--- config.mk ---
export PLATFORM = sky130hd
export DESIGN_NAME = beta_mem_arbiter
export DESIGN_NICKNAME = d
export VERILOG_FILES = /design/src/rtl/beta_pkg.sv /design/src/rtl/beta_arb_owner_fifo.sv /design/src/rtl/beta_mem_arbiter.sv
export SDC_FILE = /design/constraint.sdc
export NUM_CORES = 1
export LEC_CHECK = 0
export CAP_MARGIN = 30
export CORE_AREA = 3 3 107 109
export DETAILED_ROUTE_END_ITERATION = 8
export DIE_AREA = 0 0 110 112
export SYNTH_ARGS = -nofsm -noshare
export SYNTH_HDL_FRONTEND = slang
export SYNTH_SLANG_ARGS = --single-unit
--- constraint.sdc ---
create_clock -name clk_i -period 5.4 [get_ports clk_i]
set_input_delay 1.08 -clock clk_i [delete_from_list [all_inputs] [get_ports clk_i]]
set_output_delay 1.08 -clock clk_i [all_outputs]
set_load 0.02 [all_outputs]
--- src/rtl/beta_pkg.sv ---
// Shared types for the beta memory arbiter: FSM states and transaction owner tags.
package beta_pkg;

  typedef enum logic [1:0] {
    ARB_IDLE     = 2'd0,
    ARB_HOLD_IF  = 2'd1,
    ARB_HOLD_LSU = 2'd2
  } arb_state_t;

  typedef enum logic {
    ARB_OWNER_IF  = 1'b0,
    ARB_OWNER_LSU = 1'b1
  } arb_owner_t;

endpackage

--- src/rtl/beta_arb_owner_fifo.sv ---
// Circular FIFO of owner tags, one entry per granted-but-unanswered memory transaction.
module beta_arb_owner_fifo
  import beta_pkg::*;
#(
  parameter int unsigned Depth = 2
) (
  input  logic       clk,
  input  logic       rst_n,
  input  logic       push,
  input  arb_owner_t push_owner,
  input  logic       pop,
  output arb_owner_t head_owner,
  output logic       full,
  output logic       empty
);

  localparam int unsigned PtrW = (Depth > 1) ? $clog2(Depth) : 1;
  localparam int unsigned CntW = $clog2(Depth + 1);

  arb_owner_t            slots [Depth];
  logic       [PtrW-1:0] wr_ptr;
  logic       [PtrW-1:0] rd_ptr;
  logic       [CntW-1:0] count;
  logic                  push_ok;
  logic                  pop_ok;

  function automatic logic [PtrW-1:0] next_ptr(input logic [PtrW-1:0] ptr);
    return (ptr == PtrW'(Depth - 1)) ? '0 : ptr + PtrW'(1);
  endfunction

  assign full       = (count == CntW'(Depth));
  assign empty      = (count == '0);
  assign push_ok    = push && !full;
  assign pop_ok     = pop && !empty;
  assign head_owner = slots[rd_ptr];

  always_ff @(posedge clk) begin
    if (push_ok) begin
      slots[wr_ptr] <= push_owner;
    end
  end

  always_ff @(posedge clk or negedge rst_n) begin
    if (!rst_n) begin
      wr_ptr <= '0;
      rd_ptr <= '0;
      count  <= '0;
    end else begin
      if (push_ok) wr_ptr <= next_ptr(wr_ptr);
      if (pop_ok)  rd_ptr <= next_ptr(rd_ptr);
      case ({push_ok, pop_ok})
        2'b10:   count <= count + CntW'(1);
        2'b01:   count <= count - CntW'(1);
        default: count <= count;
      endcase
    end
  end

endmodule

--- src/rtl/beta_mem_arbiter.sv ---
// Shares one OBI-style memory port between instruction fetch and the LSU,
// tracking outstanding transactions so each response returns to its owner in order.
module beta_mem_arbiter
  import beta_pkg::*;
#(
  parameter int unsigned DataWidth      = 32,
  parameter int unsigned AddrWidth      = 32,
  parameter int unsigned MaxOutstanding = 2,
  parameter int unsigned MaxLsuStreak   = 4
) (
  input  logic                   clk_i,
  input  logic                   rstn_i,
  input  logic                   arb_if_req_i,
  input  logic [AddrWidth-1:0]   arb_if_addr_i,
  output logic                   arb_if_gnt_o,
  output logic                   arb_if_rvalid_o,
  output logic [DataWidth-1:0]   arb_if_rdata_o,
  output logic                   arb_if_err_o,
  input  logic                   arb_lsu_req_i,
  input  logic                   arb_lsu_we_i,
  input  logic [DataWidth/8-1:0] arb_lsu_be_i,
  input  logic [AddrWidth-1:0]   arb_lsu_addr_i,
  input  logic [DataWidth-1:0]   arb_lsu_wdata_i,
  output logic                   arb_lsu_gnt_o,
  output logic                   arb_lsu_rvalid_o,
  output logic [DataWidth-1:0]   arb_lsu_rdata_o,
  output logic                   arb_lsu_err_o,
  output logic                   arb_mem_req_o,
  output logic                   arb_mem_we_o,
  output logic [DataWidth/8-1:0] arb_mem_be_o,
  output logic [AddrWidth-1:0]   arb_mem_addr_o,
  output logic [DataWidth-1:0]   arb_mem_wdata_o,
  input  logic                   arb_mem_gnt_i,
  input  logic                   arb_mem_rvalid_i,
  input  logic [DataWidth-1:0]   arb_mem_rdata_i,
  input  logic                   arb_mem_err_i,
  output logic                   arb_busy_o
);

  localparam int unsigned StreakW = $clog2(MaxLsuStreak + 1);

  arb_state_t           state_q;
  arb_state_t           state_d;
  arb_owner_t           sel_owner;
  arb_owner_t           head_owner;
  logic [StreakW-1:0]   streak_q;
  logic                 streak_at_max;
  logic                 sel_lsu;
  logic                 mem_req;
  logic                 push;
  logic                 pop;
  logic                 fifo_full;
  logic                 fifo_empty;

  beta_arb_owner_fifo #(
    .Depth (MaxOutstanding)
  ) u_owner_fifo (
    .clk        (clk_i),
    .rst_n      (rstn_i),
    .push       (push),
    .push_owner (sel_owner),
    .pop        (pop),
    .head_owner (head_owner),
    .full       (fifo_full),
    .empty      (fifo_empty)
  );

  assign streak_at_max = (streak_q == StreakW'(MaxLsuStreak));

  always_ff @(posedge clk_i or negedge rstn_i) begin
    if (!rstn_i) begin
      state_q <= ARB_IDLE;
    end else begin
      state_q <= state_d;
    end
  end

  // HOLD states keep the mux locked so an ungranted request stays stable on the bus.
  always_comb begin
    state_d   = state_q;
    sel_owner = ARB_OWNER_IF;
    mem_req   = 1'b0;
    unique case (state_q)
      ARB_IDLE: begin
        if (!fifo_full && (arb_if_req_i || arb_lsu_req_i)) begin
          mem_req   = 1'b1;
          sel_owner = (arb_lsu_req_i && !(arb_if_req_i && streak_at_max))
                      ? ARB_OWNER_LSU : ARB_OWNER_IF;
          if (!arb_mem_gnt_i) begin
            state_d = (sel_owner == ARB_OWNER_LSU) ? ARB_HOLD_LSU : ARB_HOLD_IF;
          end
        end
      end
      ARB_HOLD_IF: begin
        mem_req   = 1'b1;
        sel_owner = ARB_OWNER_IF;
        if (arb_mem_gnt_i) state_d = ARB_IDLE;
      end
      ARB_HOLD_LSU: begin
        mem_req   = 1'b1;
        sel_owner = ARB_OWNER_LSU;
        if (arb_mem_gnt_i) state_d = ARB_IDLE;
      end
      default: begin
        state_d = ARB_IDLE;
      end
    endcase
  end

  assign sel_lsu = (sel_owner == ARB_OWNER_LSU);
  assign push    = mem_req && arb_mem_gnt_i;
  assign pop     = arb_mem_rvalid_i && !fifo_empty;

  assign arb_mem_req_o   = mem_req;
  assign arb_mem_we_o    = sel_lsu ? arb_lsu_we_i    : 1'b0;
  assign arb_mem_be_o    = sel_lsu ? arb_lsu_be_i    : '1;
  assign arb_mem_addr_o  = sel_lsu ? arb_lsu_addr_i  : arb_if_addr_i;
  assign arb_mem_wdata_o = sel_lsu ? arb_lsu_wdata_i : '0;

  assign arb_if_gnt_o  = push && !sel_lsu;
  assign arb_lsu_gnt_o = push && sel_lsu;

  assign arb_if_rvalid_o  = pop && (head_owner == ARB_OWNER_IF);
  assign arb_lsu_rvalid_o = pop && (head_owner == ARB_OWNER_LSU);
  assign arb_if_rdata_o   = arb_mem_rdata_i;
  assign arb_lsu_rdata_o  = arb_mem_rdata_i;
  assign arb_if_err_o     = arb_if_rvalid_o && arb_mem_err_i;
  assign arb_lsu_err_o    = arb_lsu_rvalid_o && arb_mem_err_i;

  assign arb_busy_o = !fifo_empty || (state_q != ARB_IDLE);

  // Streak counts LSU wins while IF is kept waiting; reaching the limit hands IF the next slot.
  always_ff @(posedge clk_i or negedge rstn_i) begin
    if (!rstn_i) begin
      streak_q <= '0;
    end else if (!arb_if_req_i || arb_if_gnt_o) begin
      streak_q <= '0;
    end else if (arb_lsu_gnt_o && !streak_at_max) begin
      streak_q <= streak_q + StreakW'(1);
    end
  end

  a_no_orphan_rvalid : assert property (
    @(posedge clk_i) disable iff (!rstn_i) !(arb_mem_rvalid_i && fifo_empty)
  );

endmodule
==> out/qor.csv, run 1 <==
stage;metric;value;unit
clock_tree;cts_tree;done;
power;p_comb_share;85.4;%
yosys;syn-num-nets;365;
yosys;synthArstFlopShare;81.8;%
power;irDropWorstVdd;210;uV
critical_path;crit_chain;clkdlybuf4s50_1 > nand3_1 > a41oi_4 > buf_4 > mux2_2 > clkdlybuf4s50_1;
placement;hpwl;6.50;mm
yosys;synth_top_area_share;27.1;%
finish;n_antenna_cell;0;
drt;first_pass_iters;4;
worst_hold_path;hold_path_class;flip-flop to flip-flop;
yosys;synth_area;1850;sq um
drt;vias;1837;
die;core;10700;sq um
finish;finish.utilization;31.9;%
critical_path;critPathKind;primary input to output pin;
critical_path;crit_top_cell;clkdlybuf4s50_1;
drt;wl;7.25;mm
power;p_leak;1.32;nW
die;num_io_pins;281;
yosys;syn_avg_cell_area;8.47;sq um
die;dieArea;12300;sq um
drt;drcViolationCount;0;
sta;tightest_slew;0.520;ns
power;clkPwrFrac;5.3;%
die;placementRows;38;
sta;holdWs;0.496;ns
finish;area_growth;83.9;%
sta;finClkSkew;0.00395;ns
power;swShare;45.9;%
placement;post-place-ws;0.605;ns
drt;post_drt_wl_per_cell;15.2;um
critical_path;cp-start-kind;primary input;
sta;fin_crit_sh;87.5;%
power;p_int;876;uW
yosys;synth_most_common_cell;buf_4;
yosys;netlist_top_cells_area;buf_4 (27%), mux2_2 (19%), dfrtp_1 (12%), and2_1 (11%), ha_1 (4.0%);
sta;period_needed;4.73;ns
yosys;yosys.cell_types.count;33;
critical_path;end_kind;output pin;
sta;maxSlewViolCount;0;
clock_tree;clock_latency;0.24;ns
critical_path;crit_path_max_fanout;25;
drt;routed_via_density;3.84;
die;die_h;112;um
critical_path;cp.required;4.32;ns
yosys;synthCells;219;
critical_path;critical_path_arrival;3.65;ns
drt;ant_nets;0;
clock_tree;numCtsBuffers;3;
clock_tree;cts_root_buf;clkbuf_8;
power;share_seq_of_total_power;9.3;%
yosys;yosysWarnings;0;
critical_path;path_buf_inv;3;
critical_path;cp_top_family;buffers and inverters;
global_routing;grt_pass1_wl;10.5;mm
placement;place.gp.congestion;0.749;
power;power.switching;743;uW
finish;stdcell_count;478;
yosys;ys_seq_area_share;15.4;%
global_routing;grtUsageTotal;10.9;%
yosys;ys_ff_latch;11;
sta;max-slew-margin-rel;64.9;%
global_routing;grt_pass1_vias;1919;
drt;dr.first_iter.drc_count;37;
yosys;yosys-top-cells-count;buf_4 (67), and2_1 (34), mux2_2 (32);
clock_tree;cts_hold_buf;0;
clock_tree;cts_resized;0;
global_routing;overflow;0;
outcome;status;complete, no violations;
sta;fmax;0.212;GHz
clock_tree;path_clk_slew;0.05;ns
critical_path;slowest_stage;clkdlybuf4s50_1;
sta;finalWorstSetupSlack;0.672;ns
sta;fin_tns_setup;0;ns
die;start_util;17.3;%
finish;drive_above_1_share;12.1;%
global_routing;antenna_found_initial;0;
placement;io_buffers;184;
sta;final_hold_viol_count;0;
yosys;synth_edf_count;2;
sta;rsz0062_at_grt;no;
placement;dp.cells;474;
power;powerDensity;475;nW/um^2
sta;setup_viol;0;
yosys;synth.largest_area_cell;buf_4;
clock_tree;htreeDepth;1;
clock_tree;cts.sink_count;11;
yosys;synth_ff_type;dfrtp_1;
finish;fin_nets;485;
clock_tree;cts_setup_buffers;0;
global_routing;grt_max_degree;30;
critical_path;slowest_delay;0.57;ns
die;die_x;110;um
clock_tree;clockBufferDepth;2;
job;max-cap-violations;0;
layer usage:
layer / up-vias / share of wire [%] / global-route usage [%]
met4: 0 / 0.40 / 1.33
met1: 793 / 33 / 11.0
met3: 10 / 12 / 4.70
met5: - / 0 / 0
li1: 896 / - / -
met2: 138 / 54 / 20.9
stage by stage:
stage	cell area, sq um	power [mW]
2_1_floorplan	1850	1.02
3_3_place_gp	3370	1.54
3_5_place_dp	3370	1.56
4_1_cts	3410	1.65
5_1_grt	3410	1.73
6_report	3410	1.62
state kept, by name, indices dropped and copies added, names as in the netlist:
register and cells:
u_owner_fifo.rd_ptr 1, u_owner_fifo.count 2, u_owner_fifo.slots 2, streak_q 3
state_q 2, u_owner_fifo.wr_ptr 1
worst paths after layout:
| path | startpoint | end | cells past startpoint | slack (ns) |
|---|---|---|---|---|
| hold reg to reg | u_owner_fifo.wr_ptr$_DFFE_PN0N_ | u_owner_fifo.wr_ptr$_DFFE_PN0N_ | 1 | 0.50 |
| setup reg to reg | state_q[1]$_DFFE_PN0P_ | u_owner_fifo.count[1]$_DFFE_PN0P_ | 8 | 3.04 |
| setup / recovery | arb_if_req_i | arb_mem_addr_o[28] | 6 | 0.67 |
| max in group asynchronous | rstn_i | streak_q[2]$_DFFE_PN0P_ | 1 | 3.94 |
| min in group asynchronous | rstn_i | streak_q[1]$_DFFE_PN0P_ | 1 | 1.15 |
| hold / removal | u_owner_fifo.wr_ptr$_DFFE_PN0N_ | u_owner_fifo.wr_ptr$_DFFE_PN0N_ | 1 | 0.50 |
cell type report:
cell class | instances | area, sq um
sequential | 11 | 285
tap | 140 | 175
multi-input combinational | 128 | 1010
timing repair buffer | 186 | 1860
inverter | 9 | 33.8
fill | 1110 | 7290
clock buffer | 4 | 45.0
cell usage in the layout (no fill, tap or decap), types with 3 or more instances in the layout:
| cell | Yosys | routed |
|---|---|---|
| xnor2_1 | 4 | 4 |
| inv_1 | 9 | 9 |
| clkbuf_8 | 0 | 3 |
| nor3_1 | 3 | 3 |
| nand2b_1 | 5 | 5 |
| mux2_2 | 32 | 32 |
| nor2_1 | 9 | 9 |
| nand2_1 | 8 | 8 |
| dfrtp_1 | 9 | 9 |
| ha_1 | 6 | 6 |
| and2_1 | 34 | 34 |
| a21oi_1 | 3 | 3 |
| clkdlybuf4s50_1 | 0 | 184 |
power groups by stage:
stage / sequential [mW] / clock (mW) / combinational (mW)
3_3_place_gp: 0.151 / 0 / 1.39
6_report: 0.151 / 0.0862 / 1.38
2_1_floorplan: 0.146 / 0 / 0.876
5_1_grt: 0.155 / 0.0947 / 1.48
3_5_place_dp: 0.152 / 0 / 1.40
4_1_cts: 0.151 / 0.0896 / 1.41
logic make-up after synthesis:
kind of cell | count (synthesis) | share of synthesized area (%)
buf+inv | 80 | 29.9
xor+xnor | 5 | 2.36
flops | 11 | 15.4
mux | 34 | 20.5
compound gates | 14 | 6.55
fa+ha+maj | 6 | 4.05
simple gates | 69 | 21.3
No activity file was read; power rests on OpenSTA's default activity.
==> run 2, diff against run 1 <==
- MAX_ROUTING_LAYER: not set -> met4
==> run 2 against run 1 <==
Routed wire length about the same. Non-clock buffer count unchanged. Via count decreased by 0.22%. Clock skew about the same. Flip-flop and latch count unchanged. Worst hold slack about the same. Sequential power about the same. First-iteration DRC count decreased by 2.7%. Largest cell class unchanged. Die area unchanged. Final cell count unchanged. Register-to-register slack about the same. Critical path type unchanged.
==> out/qor.csv, run 2 (synthesis gave the netlist of run 1 again) <==
stage;metric;value;unit
sta;setup_viol;0;
clock_tree;cts.sink_count;11;
clock_tree;path_clk_slew;0.05;ns
placement;io_buffers;184;
global_routing;grt_pass1_wl;10.5;mm
critical_path;end_kind;output pin;
outcome;status;complete, no violations;
critical_path;crit_top_cell;clkdlybuf4s50_1;
sta;tightest_slew;0.520;ns
critical_path;r2r_setup_slack;3.04;ns
power;powerDensity;474;nW/um^2
sta;finClkSkew;0.00397;ns
die;die_x;110;um
clock_tree;cts_root_buf;clkbuf_8;
finish;area_growth;83.9;%
sta;max-slew-margin-rel;64.9;%
clock_tree;cts_resized;0;
clock_tree;numCtsBuffers;3;
power;irDropWorstVdd;210;uV
worst_hold_path;whs_endpoint;u_owner_fifo.wr_ptr$_DFFE_PN0N_;
die;start_util;17.3;%
sta;fin_crit_sh;87.6;%
sta;rsz0062_at_grt;no;
worst_hold_path;hold_path_class;flip-flop to flip-flop;
critical_path;r2r_cells;8;
finish;largest_reg_flops;3;
global_routing;overflow;0;
placement;hpwl;6.50;mm
global_routing;grt_max_degree;30;
finish;final_common_cell;clkdlybuf4s50_1;
die;num_io_pins;281;
drt;ant_nets;0;
finish;fin_nets;485;
critical_path;cp-start-kind;primary input;
placement;place.gp.congestion;0.759;
drt;routed_via_density;3.83;
sta;period_needed;4.73;ns
sta;maxSlewViolCount;0;
clock_tree;cts_tree;done;
die;dieArea;12300;sq um
critical_path;critical_path_arrival;3.65;ns
job;max-cap-violations;0;
sta;fin_tns_setup;0;ns
critical_path;worstReg2RegStart;state_q[1]$_DFFE_PN0P_;
critical_path;critPathKind;primary input to output pin;
finish;drive_above_1_share;12.1;%
critical_path;slowest_stage;clkdlybuf4s50_1;
sta;final_hold_viol_count;0;
clock_tree;clockBufferDepth;2;
clock_tree;htreeDepth;1;
die;core;10700;sq um
critical_path;r2r_end;u_owner_fifo.count[1]$_DFFE_PN0P_;
drt;wl;7.24;mm
critical_path;slowest_delay;0.57;ns
worst_hold_path;min-delay-start;u_owner_fifo.wr_ptr$_DFFE_PN0N_;
die;die_h;112;um
global_routing;grtUsageTotal;11.2;%
die;placementRows;38;
power;p_leak;1.32;nW
critical_path;crit_path_max_fanout;25;
finish;n_antenna_cell;0;
finish;regMostFlops;streak_q;
clock_tree;cts_setup_buffers;0;
drt;vias;1833;
drt;post_drt_wl_per_cell;15.2;um
critical_path;cp.required;4.32;ns
critical_path;crit_chain;clkdlybuf4s50_1 > nand3_1 > a41oi_4 > buf_4 > mux2_2 > clkdlybuf4s50_1;
global_routing;antenna_found_initial;0;
worst_hold_path;hold_path_depth;1;
clock_tree;cts_hold_buf;0;
finish;mostFrequentLayoutCells;clkdlybuf4s50_1 (184), and2_1 (34), mux2_2 (32);
drt;first_pass_iters;4;
clock_tree;clock_latency;0.24;ns
global_routing;grt_pass1_vias;1923;
drt;dr.first_iter.drc_count;36;
drt;drcViolationCount;0;
finish;finish.utilization;31.9;%
sta;fmax;0.211;GHz
## run 2: worst max path at each step
stage	startpoint	endpoint	slack, ns	cells after the start
4_1_cts	arb_if_req_i	arb_mem_addr_o[21]	0.62	6
6_report	arb_if_req_i	arb_mem_addr_o[28]	0.67	6
5_1_grt	arb_if_req_i	arb_mem_wdata_o[3]	0.50	7
3_5_place_dp	arb_if_req_i	arb_mem_addr_o[21]	0.60	6
2_1_floorplan	arb_if_req_i	arb_if_gnt_o	2.02	5
3_3_place_gp	arb_if_req_i	arb_mem_addr_o[21]	0.68	6
## run 2: critical path, delay by kind of cell
kind	cells	cell delay, ns
buf+inv	3	1.52
compound gates	1	0.46
mux	1	0.40
simple gates	1	0.17
## run 2: layout make-up
class                      instances  area [sq um]
fill                            1110          7290
multi-input combinational        128          1010
clock buffer                       4          45.0
timing repair buffer             186          1860
inverter                           9          33.8
tap                              140           175
sequential                        11           285
## run 2: layer usage
layer	global-route usage, %	vias up	routed length [um]
li1	-	896	-
met1	11.2	794	2470
met2	21.0	135	3940
met3	4.17	8	819
met4	1.33	0	21
met5	-	-	0
## run 2: report_power, final
group	leakage (nW)	switching [mW]	internal (mW)	total (mW)
sequential	0.133	0.0295	0.121	0.151
clock	0.0228	0.0340	0.0521	0.0860
combinational	1.16	0.679	0.702	1.38
## run 2: through the flow
step	setup WS [ns]	hold slack, ns	power [mW]	area (sq um)	instances
final	0.670	0.496	1.62	3410	478
after global routing	0.499	0.504	1.73	3410	478
after CTS	0.617	0.496	1.65	3410	478
after floorplan	2.02	0.460	1.02	1850	219
after global placement	0.678	0.482	1.54	3370	474
after detailed placement	0.605	0.485	1.56	3370	474
==> run 3, diff against run 2 <==
- clock period: 5.4 -> 6.03 ns (I/O delays scaled with it)
==> run 3 against run 2 <==
First-iteration DRC count increased by 17%. Total power fell by 11%. Worst hold slack improved by 0.0023 ns. Clock-buffer cell count is the same. Critical path depth stayed put. Non-clock buffer count is the same. Register-to-register slack improved by 0.64 ns. Global-route usage decreased by 0.11 points. Clock skew fell by 0.0021 ns. Critical endpoint unchanged.
==> out/qor.csv, run 3 (synthesis gave the netlist of run 1 again) <==
stage;metric;value;unit
power;irDropWorstVdd;177;uV
sta;finClkSkew;0.00190;ns
placement;io_buffers;184;
power;clkPwrFrac;5.3;%
clock_tree;clockBufferDepth;2;
clock_tree;cts_resized;0;
power;p_comb_share;85.4;%
sta;fin_tns_setup;0;ns
power;p_leak;1.32;nW
critical_path;crit_path_max_fanout;25;
global_routing;grtUsageTotal;11.1;%
die;num_io_pins;281;
drt;vias;1840;
placement;place.gp.congestion;0.759;
critical_path;slowest_stage;clkdlybuf4s50_1;
finish;area_growth;83.9;%
power;p_int;784;uW
sta;final_hold_viol_count;0;
clock_tree;cts_setup_buffers;0;
drt;dr.first_iter.drc_count;42;
critical_path;cp-start-kind;primary input;
placement;post-place-ws;1.01;ns
die;start_util;17.3;%
finish;n_antenna_cell;0;
critical_path;end_kind;output pin;
critical_path;path_buf_inv;3;
sta;fin_crit_sh;82.9;%
outcome;status;complete, no violations;
finish;mostFrequentLayoutCells;clkdlybuf4s50_1 (184), and2_1 (34), mux2_2 (32);
global_routing;overflow;0;
die;dieArea;12300;sq um
die;die_x;110;um
drt;ant_nets;0;
placement;hpwl;6.48;mm
drt;wl;7.23;mm
finish;final_area;3410;sq um
clock_tree;numCtsBuffers;3;
sta;period_needed;5.00;ns
power;swShare;45.8;%
die;placementRows;38;
critical_path;cp.required;4.82;ns
finish;fin_nets;485;
sta;finalWorstSetupSlack;1.03;ns
sta;rsz0062_at_grt;no;
power;powerDensity;424;nW/um^2
power;total_power;1.45;mW
drt;routed_via_density;3.85;
placement;placed_cell_area;3370;sq um
job;max-cap-violations;0;
critical_path;cp_top_family;buffers and inverters;
power;power.switching;663;uW
drt;drcViolationCount;0;
global_routing;grt_pass1_vias;1895;
critical_path;crit_chain;clkdlybuf4s50_1 > nand3_1 > a41oi_4 > buf_4 > mux2_2 > clkdlybuf4s50_1;
clock_tree;cts_tree;done;
global_routing;grt_pass1_wl;10.3;mm
clock_tree;path_clk_slew;0.05;ns
die;core;10700;sq um
critical_path;crit_top_cell;clkdlybuf4s50_1;
die;die_h;112;um
finish;regMostFlops;streak_q;
finish;drive_above_1_share;12.1;%
sta;maxSlewViolCount;0;
sta;max-slew-margin-rel;64.9;%
sta;tightest_slew;0.521;ns
finish;largest_reg_flops;3;
clock_tree;cts_hold_buf;0;
global_routing;grt_max_degree;30;
power;share_seq_of_total_power;9.3;%
clock_tree;cts.sink_count;11;
clock_tree;cts_root_buf;clkbuf_8;
global_routing;antenna_found_initial;0;
critical_path;slowest_delay;0.57;ns
finish;final_common_cell;clkdlybuf4s50_1;
clock_tree;clock_latency;0.24;ns
worst_hold_path;hold_path_class;flip-flop to flip-flop;
finish;finish.utilization;31.9;%
drt;post_drt_wl_per_cell;15.1;um
sta;fmax;0.200;GHz
drt;first_pass_iters;4;
critical_path;critPathKind;primary input to output pin;
clock_tree;htreeDepth;1;
critical_path;critical_path_arrival;3.79;ns
sta;setup_viol;0;
[run 3: cell counts in the layout (fill, tap and decap cells not counted)]
No cell type changed its count.
[run 3: layout make-up]
| cell class | instances | area [sq um] |
|---|---|---|
| multi-input cells | 128 | 1010 |
| flip-flops and latches | 11 | 285 |
| clock buffers | 4 | 45.0 |
| fillers | 1123 | 7290 |
| repair buffers | 186 | 1860 |
| inverters | 9 | 33.8 |
| well taps | 140 | 175 |
[run 3: power groups by stage]
stage | clock [mW] | combinational [mW] | sequential, mW
finish | 0.0764 | 1.24 | 0.135
CTS | 0.0791 | 1.26 | 0.135
floorplan | 0 | 0.784 | 0.130
detailed placement | 0 | 1.26 | 0.136
global route | 0.0837 | 1.32 | 0.139
global placement | 0 | 1.25 | 0.135
[run 3: stage by stage]
| stage | hold WS [ns] | cells |
|---|---|---|
| floorplan | 0.460 | 219 |
| global placement | 0.481 | 474 |
| detailed placement | 0.485 | 474 |
| CTS | 0.496 | 478 |
| global route | 0.504 | 478 |
| finish | 0.498 | 478 |
[run 3: routing by layer]
metal	share of wire, %	vias to the layer above	track usage [%]	routed length (um)
met1	35	804	11.3	2560
met3	10	10	3.59	723
li1	-	893	-	-
met5	0	-	-	0
met4	0.51	0	1.08	37
met2	54	133	21.0	3920
[run 3: final timing paths]
kind | startpoint | endpoint | slack [ns] | cells after the start
setup / recovery | arb_if_req_i | arb_mem_addr_o[28] | 1.03 | 6
hold / removal | u_owner_fifo.wr_ptr$_DFFE_PN0N_ | u_owner_fifo.wr_ptr$_DFFE_PN0N_ | 0.50 | 1
setup reg to reg | state_q[0]$_DFFE_PN0P_ | u_owner_fifo.count[1]$_DFFE_PN0P_ | 3.68 | 8
hold reg to reg | u_owner_fifo.wr_ptr$_DFFE_PN0N_ | u_owner_fifo.wr_ptr$_DFFE_PN0N_ | 0.50 | 1
max in group asynchronous | rstn_i | streak_q[1]$_DFFE_PN0P_ | 4.41 | 1
min in group asynchronous | rstn_i | u_owner_fifo.count[0]$_DFFE_PN0P_ | 1.29 | 1
